===== src/rtl/maxnet_ctrl.sv =====
// Sequencing controller for the Maxnet winner-take-all datapath: loads operands, issues
// handshaked inhibition iterations and reports winner, exact tie or iteration timeout.
module maxnet_ctrl #(
    parameter int unsigned N        = 4,
    parameter int unsigned MAX_ITER = 32,
    parameter int unsigned CNT_W    = 6
) (
    input  logic                 clk,
    input  logic                 rst,
    input  logic                 start,
    input  logic                 dp_done,
    input  logic [N-1:0]         nz,
    output logic                 ld_inputs,
    output logic                 iter_en,
    output logic                 busy,
    output logic                 done,
    output logic [$clog2(N)-1:0] winner_idx,
    output logic [N-1:0]         winner_onehot,
    output logic                 no_winner,
    output logic                 timeout,
    output logic [CNT_W-1:0]     iter_count
);
    localparam int unsigned      IdxW   = $clog2(N);
    localparam logic [N-1:0]     One    = N'(1);
    localparam logic [CNT_W-1:0] MaxCnt = CNT_W'(MAX_ITER);

    typedef enum logic [2:0] {StIdle, StLoad, StCheck, StIter, StWait, StDone} state_e;

    state_e          state_q, state_d;
    logic [IdxW-1:0] idx_q, idx_d;
    logic [N-1:0]    oh_q, oh_d;
    logic            nw_q, nw_d;
    logic            to_q, to_d;
    logic [CNT_W-1:0] cnt_q, cnt_d;

    logic            any_nz;
    logic            single_nz;
    logic [N-1:0]    low_oh;
    logic [IdxW-1:0] low_idx;

    // nz & (nz - 1) clears the lowest set bit; zero result means at most one bit was set.
    always_comb begin
        any_nz    = |nz;
        single_nz = any_nz && ((nz & (nz - One)) == '0);
        low_oh    = nz & ~(nz - One);
        low_idx   = '0;
        for (int i = 0; i < int'(N); i++) begin
            if (low_oh[i]) begin
                low_idx = IdxW'(i);
            end
        end
    end

    always_comb begin
        state_d = state_q;
        idx_d   = idx_q;
        oh_d    = oh_q;
        nw_d    = nw_q;
        to_d    = to_q;
        cnt_d   = cnt_q;
        unique case (state_q)
            StIdle: begin
                if (start) begin
                    state_d = StLoad;
                    idx_d   = '0;
                    oh_d    = '0;
                    nw_d    = 1'b0;
                    to_d    = 1'b0;
                    cnt_d   = '0;
                end
            end
            StLoad: state_d = StCheck;
            StCheck: begin
                if (single_nz) begin
                    state_d = StDone;
                    idx_d   = low_idx;
                    oh_d    = nz;
                end else if (!any_nz) begin
                    state_d = StDone;
                    nw_d    = 1'b1;
                    idx_d   = '0;
                    oh_d    = '0;
                end else if (cnt_q == MaxCnt) begin
                    state_d = StDone;
                    to_d    = 1'b1;
                    idx_d   = low_idx;
                    oh_d    = low_oh;
                end else begin
                    state_d = StIter;
                end
            end
            StIter: begin
                state_d = StWait;
                if (cnt_q != '1) begin
                    cnt_d = cnt_q + 1'b1;
                end
            end
            StWait: begin
                if (dp_done) begin
                    state_d = StCheck;
                end
            end
            StDone:  state_d = StIdle;
            default: state_d = StIdle;
        endcase
    end

    always_ff @(posedge clk) begin
        if (rst) begin
            state_q <= StIdle;
            idx_q   <= '0;
            oh_q    <= '0;
            nw_q    <= 1'b0;
            to_q    <= 1'b0;
            cnt_q   <= '0;
        end else begin
            state_q <= state_d;
            idx_q   <= idx_d;
            oh_q    <= oh_d;
            nw_q    <= nw_d;
            to_q    <= to_d;
            cnt_q   <= cnt_d;
        end
    end

    assign ld_inputs     = (state_q == StLoad);
    assign iter_en       = (state_q == StIter);
    assign busy          = (state_q != StIdle);
    assign done          = (state_q == StDone);
    assign winner_idx    = idx_q;
    assign winner_onehot = oh_q;
    assign no_winner     = nw_q;
    assign timeout       = to_q;
    assign iter_count    = cnt_q;

endmodule


===== config.mk =====
export PLATFORM = sky130hd
export DESIGN_NAME = maxnet_ctrl
export DESIGN_NICKNAME = d
export VERILOG_FILES = /design/src/rtl/maxnet_ctrl.sv
export SDC_FILE = /design/constraint.sdc
export NUM_CORES = 1
export LEC_CHECK = 0
export CAP_MARGIN = 20
export CORE_ASPECT_RATIO = 1.5
export CORE_MARGIN = 4
export CORE_UTILIZATION = 45
export DETAILED_ROUTE_END_ITERATION = 12
export GPL_ROUTABILITY_DRIVEN = 0
export PLACE_DENSITY = 0.76
export SYNTH_ARGS = -nofsm -noshare
export SYNTH_HDL_FRONTEND = slang
export SYNTH_SLANG_ARGS = --single-unit

===== constraint.sdc =====
create_clock -name clk -period 1.7 [get_ports clk]
set_clock_uncertainty 0.05 [all_clocks]
set_input_delay 0.17 -clock clk [delete_from_list [all_inputs] [get_ports clk]]
set_output_delay 0.17 -clock clk [all_outputs]
set_load 0.02 [all_outputs]

==> impl_results.md, run 1 <==
* Fillers at approximately 190
* Psw at 0.000253 W
* Sequential element share of the synthesized area at 33.7%
* Syn. warnings at 0
* Avg Synthesized Cell Area at 8.64 um^2
* Vias in the first global route at 1063
* Worst skew pair latency at 290 ps
* Share of post-route cells with drive strength above 1 at 22.2%
* Peak supply drop at 0.000345 V
* First-pass iteration count of the detailed router at 4
* Worst-path clk slew at 100 ps
* DP HPWL at approximately 2100 um
* Design Area, Final at 0.00141 mm^2
* Worst min path class: flop to flop
* Slew Limit Fails at 0
* Post-route setup TNS at 0 ps
* Post-synthesis mux area share at under 10%
* Worst-margin pin slew at 528 ps
* WP data arrival at 1400 ps
* CTS tree: yes
* Overall via count from detail_route at around 1100
* DRC violation total after the first TritonRoute iteration at 24
* Cell count after placement at 176
* Fin util at between 60 and 70%
* # diodes at 0
* Logic gate share of total power at 25.3%
* Status: completed
* Crit start category: flop
* Finished Layout Cells at 180
* Kind of end point of the critical path: primary output
* Post-Synthesis Cells at 117
* Fin nets at 169
* CTS max path bufs at 2
* Synth cell types at 43
* Clock network fraction of total power at between 20% and 30%
* Setup Viol. Count Final at 0
* Setup Crit Path Kind: flop to primary output
* Sw Ratio at 29.5%
* Initial core utilization at 48.7%
* Post-DR wirelength/cell at 14.7 um
* Crit Path Max Fanout at 5
* Simple-gate share of the synthesized area at 31.1%
* Residual DRC count at 0
* Worst path required time at 1480 ps
* Achievable frequency at 616 MHz
* CTS Buf Count at 3
* Leakage power at 0.557 nW
* Final critical-path required period at 1620 ps
* Synthesized Nets at 127
* Headroom to the max-slew limit at 64.5%
* RSZ-0062 raised after global routing: false
* Post-synthesis adder-cell area fraction at 3.59%
* Seq pwr share at 49.5%
* Worst hold path depth at 2
* GRT Util Overall at slightly below 20%
* Syn-to-layout area delta at 39.6%
* Buffers added on ports at 25
* Post-Place Cell Area at 0.00138 mm^2
* R2R cell count at 6
* P per Cell Area at slightly above 600 mW/mm^2
* # IOs at 26
* Cell Area, Synth at 0.00101 mm^2
* Final Hold Viols at 0
* Die Span Y at 66.1 um
* Core ar. at 0.00208 mm^2
* Via density per instance at 5.88
* XOR/XNOR share of the synthesized area at 0%
* Die ar. at ~0.0031 mm^2
* Largest family of logic cells by synthesized area: simple AND/OR/NAND/NOR gates
* Detail Route Antenna Nets at 0
* Root Buffer: clkbuf_4
* Total grt overflow at 0
* Die Width at 46.7 um
* Synth Area in Compound Gates at 22.8%
* H-Tree Depth at 1
* Initial antenna violation count at 0
* Clock sink count at 17
* Largest net degree at the start of global routing at 11
* Synth Register Bits at 17
* Crit share post-route at 95.5%
* Detailed Route WL at roughly 2600 um
* Global-route wire length before repair at 4500 um
* Max-cap viol count at 0
* Total internal power at ~0.00061 W
* Overall power at 0.000859 W
* Row cnt at 20
through the flow:
| step | hold WS (ps) | setup WS, ps |
|---|---|---|
| final | 438 | 76.3 |
| after global routing | 465 | 5.13 |
| after CTS | 443 | 5.78 |
| after detailed placement | 422 | -34.9 |
| after global placement | 409 | -15.8 |
| after floorplan | 259 | 64.0 |
worst max-delay path: stages, from the launching register on:
cell and delay, ps:
dfxtp_2 390, buf_4 140, clkdlybuf4s50_1 590
kinds of logic (layout without fill, tap and decap cells):
kind of cell,count (synthesis),in the layout
simple gates,53,53
buf+inv,10,51
flops,17,17
compound gates,30,30
mux,4,4
fa+ha+maj,3,3
worst paths after layout:
check / from / end / slack, ps
setup / recovery: iter_count[3] / iter_count[3] / 80
hold / removal: winner_onehot[2] / winner_onehot[2] / 440
setup reg to reg: iter_count[1] / winner_onehot[0] / 130
hold reg to reg: winner_onehot[2] / winner_onehot[2] / 440
cell usage after synthesis:
| master | n | share of area, % |
|---|---|---|
| or3_1 | 3 | 1.9 |
| nor2b_1 | 1 | 0.62 |
| buf_6 | 1 | 1.1 |
| o31a_1 | 1 | 0.87 |
| and3_1 | 2 | 1.2 |
| a31oi_1 | 2 | 1.2 |
| o211ai_1 | 2 | 1.5 |
| a21oi_1 | 8 | 4.0 |
| nor2_2 | 1 | 0.62 |
| and2_1 | 1 | 0.62 |
| o21bai_4 | 1 | 1.9 |
| o21ai_4 | 1 | 1.6 |
| o21ai_1 | 1 | 0.49 |
| nand2_1 | 13 | 4.8 |
| o2111ai_1 | 1 | 0.87 |
| nand4_1 | 3 | 1.9 |
| or4_4 | 1 | 1.1 |
| nor4_4 | 1 | 2.1 |
| nor3b_4 | 1 | 1.9 |
| a32oi_1 | 1 | 0.87 |
| o41ai_2 | 1 | 1.6 |
| ha_1 | 2 | 2.5 |
| and3b_1 | 1 | 0.87 |
| nor4_1 | 2 | 1.2 |
| clkbuf_1 | 1 | 0.37 |
| maj3_2 | 1 | 1.1 |
| a32o_1 | 1 | 0.99 |
| nor4b_2 | 1 | 1.5 |
| o31ai_1 | 1 | 0.74 |
| mux2i_1 | 4 | 4.0 |
| o21ai_0 | 4 | 2.0 |
| buf_4 | 1 | 0.74 |
| nor2_1 | 7 | 2.6 |
| o21a_1 | 3 | 2.2 |
| or3b_1 | 1 | 0.87 |
| nand2b_1 | 1 | 0.62 |
| inv_1 | 6 | 2.2 |
| buf_2 | 1 | 0.49 |
| nor3_1 | 4 | 2.0 |
| o211a_1 | 2 | 2.0 |
| nand3_1 | 8 | 4.0 |
| dfxtp_1 | 17 | 34 |
| nand3b_1 | 1 | 0.74 |
power groups by stage:
stage	Sequential, W	Combinational (W)	Clock (W)
after floorplan	0.000433	0.000116	0
after global placement	0.000432	0.000218	0
after detailed placement	0.000433	0.000222	0
after CTS	0.000425	0.000218	0.000223
after global routing	0.000428	0.000237	0.000241
final	0.000425	0.000217	0.000217
layout make-up:
cell class	instances	area [um^2]	share of cell area (%)
Clock buffer	4	26.3	1.86
Inverter	6	22.5	1.60
Multi-Input combinational cell	90	621	44.0
Sequential cell	17	349	24.7
Tap cell	22	27.5	1.95
Timing Repair Buffer	41	365	25.9
sequential cells by signal (all words and copies together), names as in the netlist:
name	cells
iter_count	6
no_winner	1
state_q	3
timeout	1
winner_idx	2
winner_onehot	4
what timing repair did:
item | CTS | global route
buffers inserted | 0 | 0
hold buffers | 0 | 0
gates resized for setup | 7 | 5
pin swaps | 0 | 0
endpoints found under the setup margin | 4 | 7
placed cells by master, fill, tap and decap left out, drive strengths merged, types with 2 or more instances in the layout:
cell type,instances
nor4,3
mux2i,4
and3,2
nand4,3
or3,3
nand3,8
nand2,13
o21ai,6
o211a,2
inv,6
a21oi,8
dfxtp,17
nor2,8
buf,16
clkbuf,4
clkdlybuf4s50,21
nor3,4
dlygate4sd2,4
a31oi,2
ha,2
o211ai,2
o21a,3
routing by layer:
metal  vias up  share of wire, %  wire length, um  track usage (%)
li1        518                 -                -                -
met1       498                39             1040             21.6
met2        34                53             1390             34.3
met3         8               5.5              145             3.54
met4         0               2.4               64             7.96
met5         -                 0                0                0
No activity file was read; power rests on OpenSTA's default activity.
==> run 2, diff against run 1 <==
--- a/config.mk
+++ b/config.mk
@@ -11,6 +11,7 @@
 export CORE_UTILIZATION = 45
 export DETAILED_ROUTE_END_ITERATION = 12
 export GPL_ROUTABILITY_DRIVEN = 0
+export MAX_ROUTING_LAYER = met4
 export PLACE_DENSITY = 0.76
 export SYNTH_ARGS = -nofsm -noshare
 export SYNTH_HDL_FRONTEND = slang
==> run 2 against run 1 <==
Net effect: critical endpoint unchanged; power is essentially flat; clock power is essentially flat; wire length is the same.
==> impl_results.md, run 2 (synthesis gave the netlist of run 1 again) <==
* Worst-path clk slew at around 100 ps
* Buffers added on ports at 25
* CTS Hold Bufs at 0
* Syn-to-layout area delta at 39.6%
* CTS tree: yes
* WP data arrival at 1400 ps
* Detailed Route WL at 2640 um
* Final Hold Viols at 0
* Status: completed
* Final hold slack at 438 ps
* Root Buffer: clkbuf_4
* Setup Crit Path Kind: flop to primary output
* Vias in the first global route at 1063
* DRC violation total after the first TritonRoute iteration at 20
* Residual DRC count at 0
* Post-DR wirelength/cell at 14.7 um
* Crit start category: flop
* Max-cap viol count at 0
* Hold path start: winner_onehot[2]
* Beginning of the critical path: iter_count[3]
* Setup Buffers After CTS at 0
* Slew Limit Fails at 0
* CTS max path bufs at 2
* RSZ-0062 raised after global routing: false
* Headroom to the max-slew limit at about 65%
* Reg-to-reg startpoint: iter_count[1]
* Max reg flops at 6
* Crit Path Max Fanout at 5
* Setup Viol. Count Final at 0
* Share of post-route cells with drive strength above 1 at ~22%
* Fin nets at 169
* Largest net degree at the start of global routing at 11
* Worst path required time at ~1500 ps
* Achievable frequency at just over 600 MHz
* Core ar. at 0.00208 mm^2
* Global-route wire length before repair at 4510 um
* Final critical-path required period at 1620 ps
* Final worst setup slack at roughly 76 ps
* # diodes at 0
* Crit share post-route at 95.5%
* Detail Route Antenna Nets at 0
* Overall via count from detail_route at 1058
* CTS Buf Count at 3
* P per Cell Area at 609 mW/mm^2
* Most frequent cells in the layout: clkdlybuf4s50_1, buf_4, nand2_1
* Die ar. at 0.00308 mm^2
* Initial core utilization at slightly below 50%
* DP HPWL at 2110 um
* Leakage power at 0.557 nW
* Overall power at roughly 0.00086 W
* Worst min path class: flop to flop
* Finished Layout Cells at 180
* CTS-repair resized insts at 7
* Worst-margin pin slew at 528 ps
* Die Width at roughly 47 um
* Most common cell after layout, fill and taps aside: clkdlybuf4s50_1
* Row cnt at 20
* Die Span Y at 66.1 um
* Fin util at between 60% and 70%
* First-pass iteration count of the detailed router at 4
* Dpl ws at -34.9 ps
* Total grt overflow at 0
* Via density per instance at 5.88
* GRT Util Overall at 19.9%
* Peak supply drop at 0.000345 V
* # IOs at 26
* Clock sink count at 17
* Worst skew pair latency at a little under 300 ps
* Cell count after placement at 176
* H-Tree Depth at 1
* Initial antenna violation count at 0
* Kind of end point of the critical path: primary output
==> run 2: cell counts in the layout (fill, tap and decap cells not counted) <==
Identical to the previous run, type by type.
==> run 2: metrics by stage <==
step | setup TNS (ps) | instance area [um^2]
floorplan | 0 | 1010
global placement | -15.8 | 1380
detailed placement | -125 | 1380
CTS | 0 | 1410
global route | 0 | 1410
finish | 0 | 1410
==> run 2: final cells by class <==
cell class                      count  area [um^2]
Fill cell                         187          666
Multi-Input combinational cell     90          621
Timing Repair Buffer               41          365
Sequential cell                    17          349
Tap cell                           22         27.5
Clock buffer                        4         26.3
Inverter                            6         22.5
==> run 2: final timing paths <==
| kind | to | slack (ps) | cells past startpoint |
|---|---|---|---|
| worst max-delay path | iter_count[3] | 80 | 2 |
| worst min-delay path | winner_onehot[2] | 440 | 2 |
| worst max register to register | winner_onehot[0] | 130 | 6 |
| worst min register to register | winner_onehot[2] | 440 | 2 |
==> run 2: worst max-delay path, stage by stage (launching register included) <==
cell and delay [ps]:
dfxtp_2 390, buf_4 140, clkdlybuf4s50_1 590
==> run 2: where the power goes <==
group          switching, W  internal (W)
clock network      0.000126     0.0000911
logic              0.000112      0.000105
registers         0.0000153      0.000410
total              0.000253      0.000606
==> run 2: routing by layer <==
| metal | global-route usage [%] | share of wire (%) | vias to the layer above |
|---|---|---|---|
| li1 | - | - | 518 |
| met1 | 21.9 | 40 | 498 |
| met2 | 34.3 | 53 | 34 |
| met3 | 3.00 | 5.1 | 8 |
| met4 | 7.96 | 2.4 | 0 |
| met5 | - | 0 | - |
